## config.mk

```make
export PLATFORM = sky130hd
export DESIGN_NAME = wb_loader_flat
export DESIGN_NICKNAME = d
export VERILOG_FILES = /design/src/rtl/wb_loader_pkg.sv /design/src/rtl/wb_loader_if.sv /design/src/rtl/wb_loader_ctr.sv /design/src/rtl/wb_loader.sv /design/src/flat_wrapper.sv
export SDC_FILE = /design/constraint.sdc
export NUM_CORES = 1
export LEC_CHECK = 0
export CAP_MARGIN = 15
export CORE_MARGIN = 2
export CORE_UTILIZATION = 30
export CTS_CLUSTER_DIAMETER = 150
export DETAILED_ROUTE_END_ITERATION = 12
export PLACE_DENSITY_LB_ADDON = 0.12
export SLEW_MARGIN = 20
export SYNTH_ARGS = -nofsm -noshare
export SYNTH_HDL_FRONTEND = slang
export SYNTH_SLANG_ARGS = --single-unit
```

## constraint.sdc

```tcl
create_clock -name clk -period 2.51 [get_ports clk]
set_input_delay 0.753 -clock clk [delete_from_list [all_inputs] [get_ports clk]]
set_output_delay 0.753 -clock clk [all_outputs]
set_load 0.02 [all_outputs]
```

## src/rtl/wb_loader_pkg.sv

```systemverilog
// Shared constants and state encoding for the banked weight store,
// its loader and the inference sequencer.
package wb_loader_pkg;
   localparam int unsigned N_BANK1 = 32;
   localparam int unsigned N_BANK2 = 10;
   localparam int unsigned DEPTH1  = 785;
   localparam int unsigned DEPTH2  = 33;
   localparam int unsigned ADDR_W  = 10;
   localparam int unsigned BANK_W  = 6;

   localparam int unsigned L2_BANK_BASE = N_BANK1;

   typedef enum logic [1:0] {
      IDLE = 2'd0,
      L1   = 2'd1,
      L2   = 2'd2,
      FIN  = 2'd3
   } state_t;
endpackage

```

## src/rtl/wb_loader_if.sv

```systemverilog
// Word stream from the bridge plus the registered bank write port.
interface wb_loader_if;
   import wb_loader_pkg::*;

   logic              s_valid;
   logic [31:0]       s_data;
   logic              s_ready;
   logic              we;
   logic [BANK_W-1:0] wbank;
   logic [ADDR_W-1:0] waddr;
   logic [31:0]       wdata;

   modport slave  (input s_valid, s_data, output s_ready, we, wbank, waddr, wdata);
   modport master (output s_valid, s_data, input s_ready, we, wbank, waddr, wdata);
endinterface

```

## src/rtl/wb_loader_ctr.sv

```systemverilog
// Bank/address wrap counter: bank runs 0..n_bank-1, each wrap advances addr
// 0..depth-1. Limits are inputs so one instance serves both layers.
module wb_loader_ctr
   import wb_loader_pkg::*;
#(
   parameter int unsigned BW = BANK_W,
   parameter int unsigned AW = ADDR_W
) (
   input  logic          clk,
   input  logic          reset,
   input  logic          inc,
   input  logic          clr,
   input  logic [BW-1:0] n_bank,
   input  logic [AW-1:0] depth,
   output logic [BW-1:0] bank,
   output logic [AW-1:0] addr,
   output logic          last
);
   logic bank_end;
   logic addr_end;

   assign bank_end = (bank == n_bank - BW'(1));
   assign addr_end = (addr == depth - AW'(1));
   assign last     = bank_end && addr_end;

   always_ff @(posedge clk or posedge reset) begin
      if (reset) begin
         bank <= '0;
         addr <= '0;
      end else if (clr) begin
         bank <= '0;
         addr <= '0;
      end else if (inc) begin
         if (bank_end) begin
            bank <= '0;
            addr <= addr_end ? '0 : addr + AW'(1);
         end else begin
            bank <= bank + BW'(1);
         end
      end
   end
endmodule

```

## src/rtl/wb_loader.sv

```systemverilog
// Scatters the streamed [W1|b1] then [W2|b2] words into the 42 weight banks
// through a single registered write port.
module wb_loader
   import wb_loader_pkg::*;
(
   input  logic        clk,
   input  logic        reset,
   input  logic        start,
   input  logic        abort,
   wb_loader_if.slave  bus,
   output logic        busy,
   output logic        done
);
   state_t            state, state_n;
   logic              acc;
   logic              ctr_clr;
   logic              ctr_last;
   logic [BANK_W-1:0] ctr_bank;
   logic [ADDR_W-1:0] ctr_addr;
   logic [BANK_W-1:0] lim_bank;
   logic [ADDR_W-1:0] lim_depth;
   logic              we_q;
   logic [BANK_W-1:0] wbank_q;
   logic [ADDR_W-1:0] waddr_q;
   logic [31:0]       wdata_q;

   assign bus.s_ready = ((state == L1) || (state == L2)) && !abort;
   assign acc         = bus.s_valid && bus.s_ready;

   always_ff @(posedge clk or posedge reset) begin
      if (reset) state <= IDLE;
      else       state <= state_n;
   end

   always_comb begin
      state_n = state;
      case (state)
         IDLE: if (start) state_n = L1;
         L1: begin
            if (abort)                 state_n = IDLE;
            else if (acc && ctr_last)  state_n = L2;
         end
         L2: begin
            if (abort)                 state_n = IDLE;
            else if (acc && ctr_last)  state_n = FIN;
         end
         FIN:     state_n = IDLE;
         default: state_n = IDLE;
      endcase
   end

   // Counter stays cleared outside a layer and is cleared again at the L1->L2 hand-over
   assign ctr_clr   = ((state != L1) && (state != L2)) || ((state == L1) && acc && ctr_last);
   assign lim_bank  = (state == L2) ? BANK_W'(N_BANK2) : BANK_W'(N_BANK1);
   assign lim_depth = (state == L2) ? ADDR_W'(DEPTH2)  : ADDR_W'(DEPTH1);

   wb_loader_ctr #(
      .BW (BANK_W),
      .AW (ADDR_W)
   ) u_ctr (
      .clk    (clk),
      .reset  (reset),
      .inc    (acc),
      .clr    (ctr_clr),
      .n_bank (lim_bank),
      .depth  (lim_depth),
      .bank   (ctr_bank),
      .addr   (ctr_addr),
      .last   (ctr_last)
   );

   always_ff @(posedge clk or posedge reset) begin
      if (reset) begin
         we_q    <= 1'b0;
         wbank_q <= '0;
         waddr_q <= '0;
         wdata_q <= '0;
      end else begin
         we_q <= acc;
         if (acc) begin
            wbank_q <= (state == L2) ? BANK_W'(L2_BANK_BASE) + ctr_bank : ctr_bank;
            waddr_q <= ctr_addr;
            wdata_q <= bus.s_data;
         end
      end
   end

   assign bus.we    = we_q;
   assign bus.wbank = wbank_q;
   assign bus.waddr = waddr_q;
   assign bus.wdata = wdata_q;

   assign busy = (state != IDLE);
   assign done = (state == FIN);
endmodule

```

## src/flat_wrapper.sv

```systemverilog
// flat-port wrapper written by rule: the top's interface ports become plain ports
module wb_loader_flat import wb_loader_pkg::*;
  (clk, reset, start, abort, busy, done, bus_s_valid, bus_s_data, bus_s_ready, bus_we, bus_wbank, bus_waddr, bus_wdata);
  wb_loader_if bus_i ();
  input  logic clk;
  input  logic reset;
  input  logic start;
  input  logic abort;
  output logic busy;
  output logic done;
  input wire logic [$bits(bus_i.s_valid)-1:0] bus_s_valid;
  input wire logic [$bits(bus_i.s_data)-1:0] bus_s_data;
  output wire logic [$bits(bus_i.s_ready)-1:0] bus_s_ready;
  output wire logic [$bits(bus_i.we)-1:0] bus_we;
  output wire logic [$bits(bus_i.wbank)-1:0] bus_wbank;
  output wire logic [$bits(bus_i.waddr)-1:0] bus_waddr;
  output wire logic [$bits(bus_i.wdata)-1:0] bus_wdata;
  assign bus_i.s_valid = bus_s_valid;
  assign bus_i.s_data = bus_s_data;
  assign bus_s_ready = bus_i.s_ready;
  assign bus_we = bus_i.we;
  assign bus_wbank = bus_i.wbank;
  assign bus_waddr = bus_i.waddr;
  assign bus_wdata = bus_i.wdata;
  wb_loader u_core (.clk(clk), .reset(reset), .start(start), .abort(abort), .bus(bus_i), .busy(busy), .done(done));
endmodule
```

==> results of run 1 <==
==> routing by layer <==
metal	vias to the layer above	wire length [µm]	GRT usage
met1	1198	3300	0.177
met5	-	0	0
met2	51	3500	0.228
met4	0	105	0.0638
li1	1266	-	-
met3	7	264	0.0336
==> critical path: cells and delay by family (launching register included) <==
kind	cells	cell delay, ps
buffers and inverters	1	100
AO/OA/AOI/OAI	2	650
AND/OR/NAND/NOR	2	930
flip-flops	1	380
adder cells (fa/ha/maj)	1	250
==> sequential cells by signal, indices dropped and copies added (netlist names) <==
signal,flops
u_core.u_ctr.addr,10
u_core.bus.we,1
u_core.bus.wdata,32
u_core.u_ctr.bank,6
u_core.bus.waddr,10
u_core.state,2
u_core.bus.wbank,6
==> cell type report <==
type,instances,area (µm²)
clock buffer,12,145
clock inverter,4,73.8
fill,956,5380
inverter,9,33.8
multi-input combinational,239,1190
sequential,67,1680
tap,133,166
timing repair buffer,104,1010
==> synthesized netlist by cell type (all sizes together) <==
cell	number
nand2	149
dfrtp	67
o21ai	15
clkbuf	12
nor2	11
a21boi	8
ha	8
inv	8
nand3	5
nand4	4
or3	4
xor2	4
buf	3
a21oi	2
a31oi	2
and2	2
and2b	2
nand3b	2
nor3	2
o31ai	2
or3b	2
or4	2
xnor2	2
a2111o	1
a211o	1
a211oi	1
and4b	1
and4bb	1
clkinv	1
nand4b	1
nor2b	1
nor4	1
o2111a	1
or2	1
or4b	1
==> what timing repair did <==
action	in CTS	in global routing
setup endpoints to repair	1	4
gates cloned	0	0
pin swaps	0	0
hold endpoints to repair	0	0
gates resized for setup	1	2
==> power groups by stage <==
stage	clock network (µW)	registers (µW)	logic [µW]
after global routing	1080	1510	1590
final	1000	1480	1450
after detailed placement	0	1510	1480
after global placement	0	1500	1470
after CTS	1030	1490	1480
after floorplan	0	1820	411
==> cell families (layout without fill, tap and decap cells) <==
logic type	after synthesis	in the layout	synth area share
compound gates	33	33	0.0714
xor+xnor	6	6	0.0177
buf+inv	24	129	0.0329
fa+ha+maj	8	8	0.0338
simple gates	192	192	0.278
flops	67	67	0.566
==> path summary, 6_finish.rpt <==
path / end / depth (start not counted) / start / slack [ps]
max in group asynchronous: u_core.bus.wdata[4] / 3 / reset / 1220
min in group asynchronous: u_core.u_ctr.addr[9] / 2 / reset / 750
max reg2reg: u_core.u_ctr.addr[5] / 6 / u_core.state[0] / 120
max: u_core.u_ctr.addr[5] / 6 / u_core.state[0] / 120
min: u_core.bus.wdata[7] / 2 / u_core.bus.wdata[7] / 470
min reg2reg: u_core.bus.wdata[7] / 2 / u_core.bus.wdata[7] / 470
==> layout by cell type, fill, tap and decap left out, types with 3 or more instances in the layout <==
cell and instances:
nand2_1 149, a21boi_1 6, nand3_1 5, nand4_1 4, ha_1 7, dfrtp_1 67
clkbuf_8 10, nor2_1 11, buf_4 15, xor2_1 4, clkdlybuf4s50_1 86, inv_1 7
or3_1 3, o21ai_0 15
==> through the flow <==
step           utilization  setup slack, ps  hold WS [ps]  instances
2_1_floorplan            -             73.8           479        330
3_3_place_gp         0.421             -136           458        552
3_5_place_dp         0.421             -155           461        552
4_1_cts              0.444             65.8           480        568
5_1_grt              0.444             14.4           494        568
6_report             0.444              119           473        568
==> results.md, run 1 <==
* Area grow syn2layout at 45.2%
* Clk slew on worst S/H paths at about 80 ps
* Slew margin rel. at 0.739
* Outcome: completed
* Internal power at around 2600 µW
* CP Data Required Time at about 2800 ps
* Setup TNS at 0 ps
* Ys Warns at 0
* Slowest cell on the critical path: or4b_1
* Clock power frac at 0.255
* Worst setup EP type: register
* Peak VDD IR at about 0.28 mV
* GP Congestion at between 0.7 and 0.8
* Via density at around 4.4
* Die area at 10700 µm²
* Area post-placement at 4080 µm²
* Final hold viol count at 0
* Logic pwr share at 0.368
* Clock sink count at 67
* Max FO, Critical Path at 8
* Tmin final at 2390 ps
* IO Count at 89
* N_diodes at 0
* GRT Resource Usage Total at 0.140
* Initial core utilization at 0.306
* Global-route wire length before repair at approximately 11000 µm
* Finished Cell Area at approximately 4300 µm²
* WL final at 7160 µm
* Total power density per cell area at roughly 910 nW/µm²
* Kind of critical path: register to register
* DR WL/cell at 12.6 µm
* H-tree depth at 3
* Syn Inst Count at 330
* HP Class: register to register
* Crit-path cells: inv_1, ha_2, or4b_1, a2111o_1, or4_1, a21boi_1
* Layout cells sized above 1 at 0.0828
* Setup violators final at 0
* Top cell type by total area after synthesis: dfrtp_1
* Worst-case clock buffer depth at 2
* IO buf count at 88
* CTS tree: yes
* Sequential group share of total power at 0.377
* Ranking of synthesized cells by area: dfrtp_1 (57%), nand2_1 (19%), ha_1 (3.4%), o21ai_0 (2.5%), a21boi_1 (1.5%)
* Yosys cell types at 38
* Total congestion overflow at 0
* Switching part of the total at 0.336
* RSZ-0062 raised after global routing: false
* Die height at between 100 and 150 µm
* Total net switching power at about 1300 µW
* Row count at 36
* Top cell type's share of synthesized area at 0.566
* CTS Buf Count at 9
* Total number of vias at between 2000 and 3000
* Crit path arrival time at between 2000 and 3000 ps
* Largest net degree at the start of global routing at 35
* Vias in the first global route at around 2400
* DP HPWL at 5050 µm
* Final #Nets at around 480
* # hold bufs at CTS at 0
* CTS root buffer: clkbuf_8
* Max incr delay on CP at just over 500 ps
* Max Slew Vio Count at 0
* Die X at 103 µm
* Pleak at 0.00201 µW
* Clock Latency Late Sink at 340 ps
* Worst clock skew at between 9 and 10 ps
* CP Launch Type: register
* Register area share after synthesis at 0.566
* ANT nets after route at 0
* Syn Area/Cell at 8.98 µm²
* Synth Register Bits at 67
* Mapped cell area at around 3000 µm²
* Max_cap viols at 0
* Mapped Nets at approximately 380
* Actual transition at the worst max-transition pin at about 400 ps
* DRT Pass-1 Iters at 4
* Fraction of the cycle the final worst path needs at 0.953
* DRT iter0 DRCs at 44
* Setup bufs post-CTS at 0
* Peak Freq at around 420 MHz
* Initial antenna violation count at 0
* Core area at between 9000 and 10000 µm²
* DRC viols at 0
* Pwr Total at around 3900 µW
(Power assumes the default switching activity.)
==> inputs of run 2 (changes only) <==
--- a/config.mk
+++ b/config.mk
@@ -11,7 +11,6 @@
 export CTS_CLUSTER_DIAMETER = 150
 export DETAILED_ROUTE_END_ITERATION = 12
 export PLACE_DENSITY_LB_ADDON = 0.12
-export SLEW_MARGIN = 20
 export SYNTH_ARGS = -nofsm -noshare
 export SYNTH_HDL_FRONTEND = slang
 export SYNTH_SLANG_ARGS = --single-unit
==> constraint.sdc (replaced) <==
create_clock -name clk -period 2 [get_ports clk]
set_input_delay 0.6 -clock clk [delete_from_list [all_inputs] [get_ports clk]]
set_output_delay 0.6 -clock clk [all_outputs]
set_load 0.02 [all_outputs]
==> run 2 against run 1 <==
The run now ends with negative setup slack left. Flip-flop and latch count did not move. Utilization grew 2.3 points. First-iteration DRC count grew 130%. Critical path depth rose by 1. Clock power up 21%. Highest routed layer unchanged. Count of clock-buffer cells in the layout is 2 lower. Sequential share of layout area fell by 1.9 points. Critical path type unchanged. Final cell count increased by 3.7%. Combinational power rose by 30%. Clock skew rose by 1.1 ps. Cell area is 5.1% higher. Power is 26% higher.
==> results.md, run 2 (synthesized netlist as in run 1, its figures left out) <==
* Switching part of the total at 0.339
* Die X at 103 µm
* N_diodes at 0
* CTS tree: yes
* Outcome: complete, but fails checks
* FF-to-FF Start: u_core.state[1]
* Kind of critical path: register to register
* Layout cells sized above 1 at 0.156
* Clock sink count at 67
* CTS root buffer: clkbuf_8
* Peak Freq at between 400 and 500 MHz
* Crit path arrival time at between 2000 and 2500 ps
* H-tree depth at 3
* Final #Nets at slightly below 500
* Setup TNS at -1310 ps
* Max_cap viols at 0
* Worst setup EP type: register
* Max FO, Critical Path at 7
* Core area at 9680 µm²
* Hold Path Cell Cnt at 2
* Initial core utilization at 0.306
* WL final at approximately 7500 µm
* Worst clock skew at 10.2 ps
* Global-route wire length before repair at about 12000 µm
* Internal power at 3270 µW
* GP Congestion at 0.731
* CP Launch Type: register
* Worst-case clock buffer depth at 2
* Setup violators final at 11
* RR Endpoint: u_core.u_ctr.addr[5]
* Final core utilization at 0.467
* CP Data Required Time at around 2300 ps
* Dpl ws at -513 ps
* Final hold viol count at 0
* Total net switching power at 1680 µW
* Commonest cells after routing, fill and taps aside: nand2_1 (148), clkdlybuf4s50_1 (85), dfrtp_1 (66)
* DRT Pass-1 Iters at 4
* Logic pwr share at 0.381
* Total congestion overflow at 0
* Row count at 36
* Pleak at ~0.0021 µW
* Hold_sp: u_core.bus.waddr[7]
* Largest net degree at the start of global routing at 68
* Total power density per cell area at about 1100 nW/µm²
* Reg2Reg Depth at 7
* ANT nets after route at 0
* Via density at ~4.4
* IO buf count at a little under 90
* Final worst setup slack at -224 ps
* DRC viols at 0
* Slew margin rel. at 0.738
* Register-to-register setup slack at -220 ps
* Total number of vias at roughly 2600
* Area grow syn2layout at 52.6%
* Clock Latency Late Sink at roughly 340 ps
* Max reg flops at 32
* IO Count at 89
* CTS Buf Count at 9
* Vias in the first global route at around 2500
* DRT iter0 DRCs at approximately 100
* Clk slew on worst S/H paths at approximately 80 ps
* Tmin final at about 2200 ps
* DP HPWL at between 4000 and 5000 µm
* Actual transition at the worst max-transition pin at 392 ps
* Max Slew Vio Count at 0
* WHS Endpoint: u_core.bus.waddr[7]
* Fraction of the cycle the final worst path needs at 1.11
* Clock power frac at 0.244
* Initial antenna violation count at 0
* DR WL/cell at ~13 µm
* Die height at ~100 µm
* Most common cell after layout, fill and taps aside: nand2_1
* Peak VDD IR at between 0.5 and 0.6 mV
* Failing checks: negative setup slack
* Die area at around 11000 µm²
* RSZ-0062 raised after global routing: true
* Sequential group share of total power at 0.375
* HP Class: register to register
* # hold bufs at CTS at 0
* GRT Resource Usage Total at 0.147
-- run 2: cell count changes in the layout (fill, tap and decap cells not counted), moves of 2 or more --
cell,delta
buf_4,+21
o21ai_0,-3
o21ai_1,+3
a21boi_0,-2
buf_6,+2
clkdlybuf4s15_2,+2
-- run 2: worst max path at each step --
stage                     slack (ps)                    to             from  depth (start not counted)
final                           -220  u_core.u_ctr.addr[5]  u_core.state[1]                          7
after CTS                       -270  u_core.u_ctr.addr[5]  u_core.state[1]                          7
after global routing            -290  u_core.u_ctr.addr[6]  u_core.state[0]                          7
after global placement          -470  u_core.u_ctr.addr[5]            abort                          5
after floorplan                 -110  u_core.u_ctr.addr[5]  u_core.state[0]                          6
after detailed placement        -510  u_core.u_ctr.addr[5]            abort                          5
-- run 2: layout make-up --
| cell class | instances | area [µm²] |
|---|---|---|
| Sequential cell | 67 | 1680 |
| Inverter | 9 | 37.5 |
| Fill cell | 947 | 5160 |
| Tap cell | 133 | 166 |
| Multi-Input combinational cell | 239 | 1250 |
| Clock buffer | 10 | 128 |
| Timing Repair Buffer | 126 | 1190 |
| Clock inverter | 5 | 78.8 |
-- run 2: stage by stage --
step	cells	hold slack, ps	power, µW	instance area, µm²
5_1_grt	589	496	5290	4520
4_1_cts	585	480	5000	4450
3_3_place_gp	562	458	3730	4170
6_report	589	475	4960	4520
2_1_floorplan	330	479	2800	2990
3_5_place_dp	562	462	3750	4170
-- run 2: timing repair --
item | 4_1_cts | 5_1_grt
endpoints found under the setup margin | 16 | 55
setup buffers | 8 | 5
pin swaps | 3 | 7
gates resized for setup | 14 | 14
-- run 2: layer usage --
metal  track usage  up-vias  share of wire
li1              -     1309              -
met5             0        -              0
met4        0.0547        0          0.014
met3        0.0302       10          0.045
met2         0.239       60           0.47
met1         0.194     1229           0.47
-- run 2: power groups by stage --
stage          Sequential, µW  Clock [µW]  Combinational (µW)
4_1_cts                  1860        1250                1890
3_5_place_dp             1890           0                1860
2_1_floorplan            2280           0                 523
3_3_place_gp             1880           0                1850
6_report                 1860        1210                1890
5_1_grt                  1900        1300                2080
-- run 2: critical path: stages (launching register included) --
cell	delay (ps)
dfrtp_2	440
ha_4	170
buf_6	120
and4bb_1	180
o2111a_1	260
a2111o_1	400
or4_1	430
a21boi_1	140
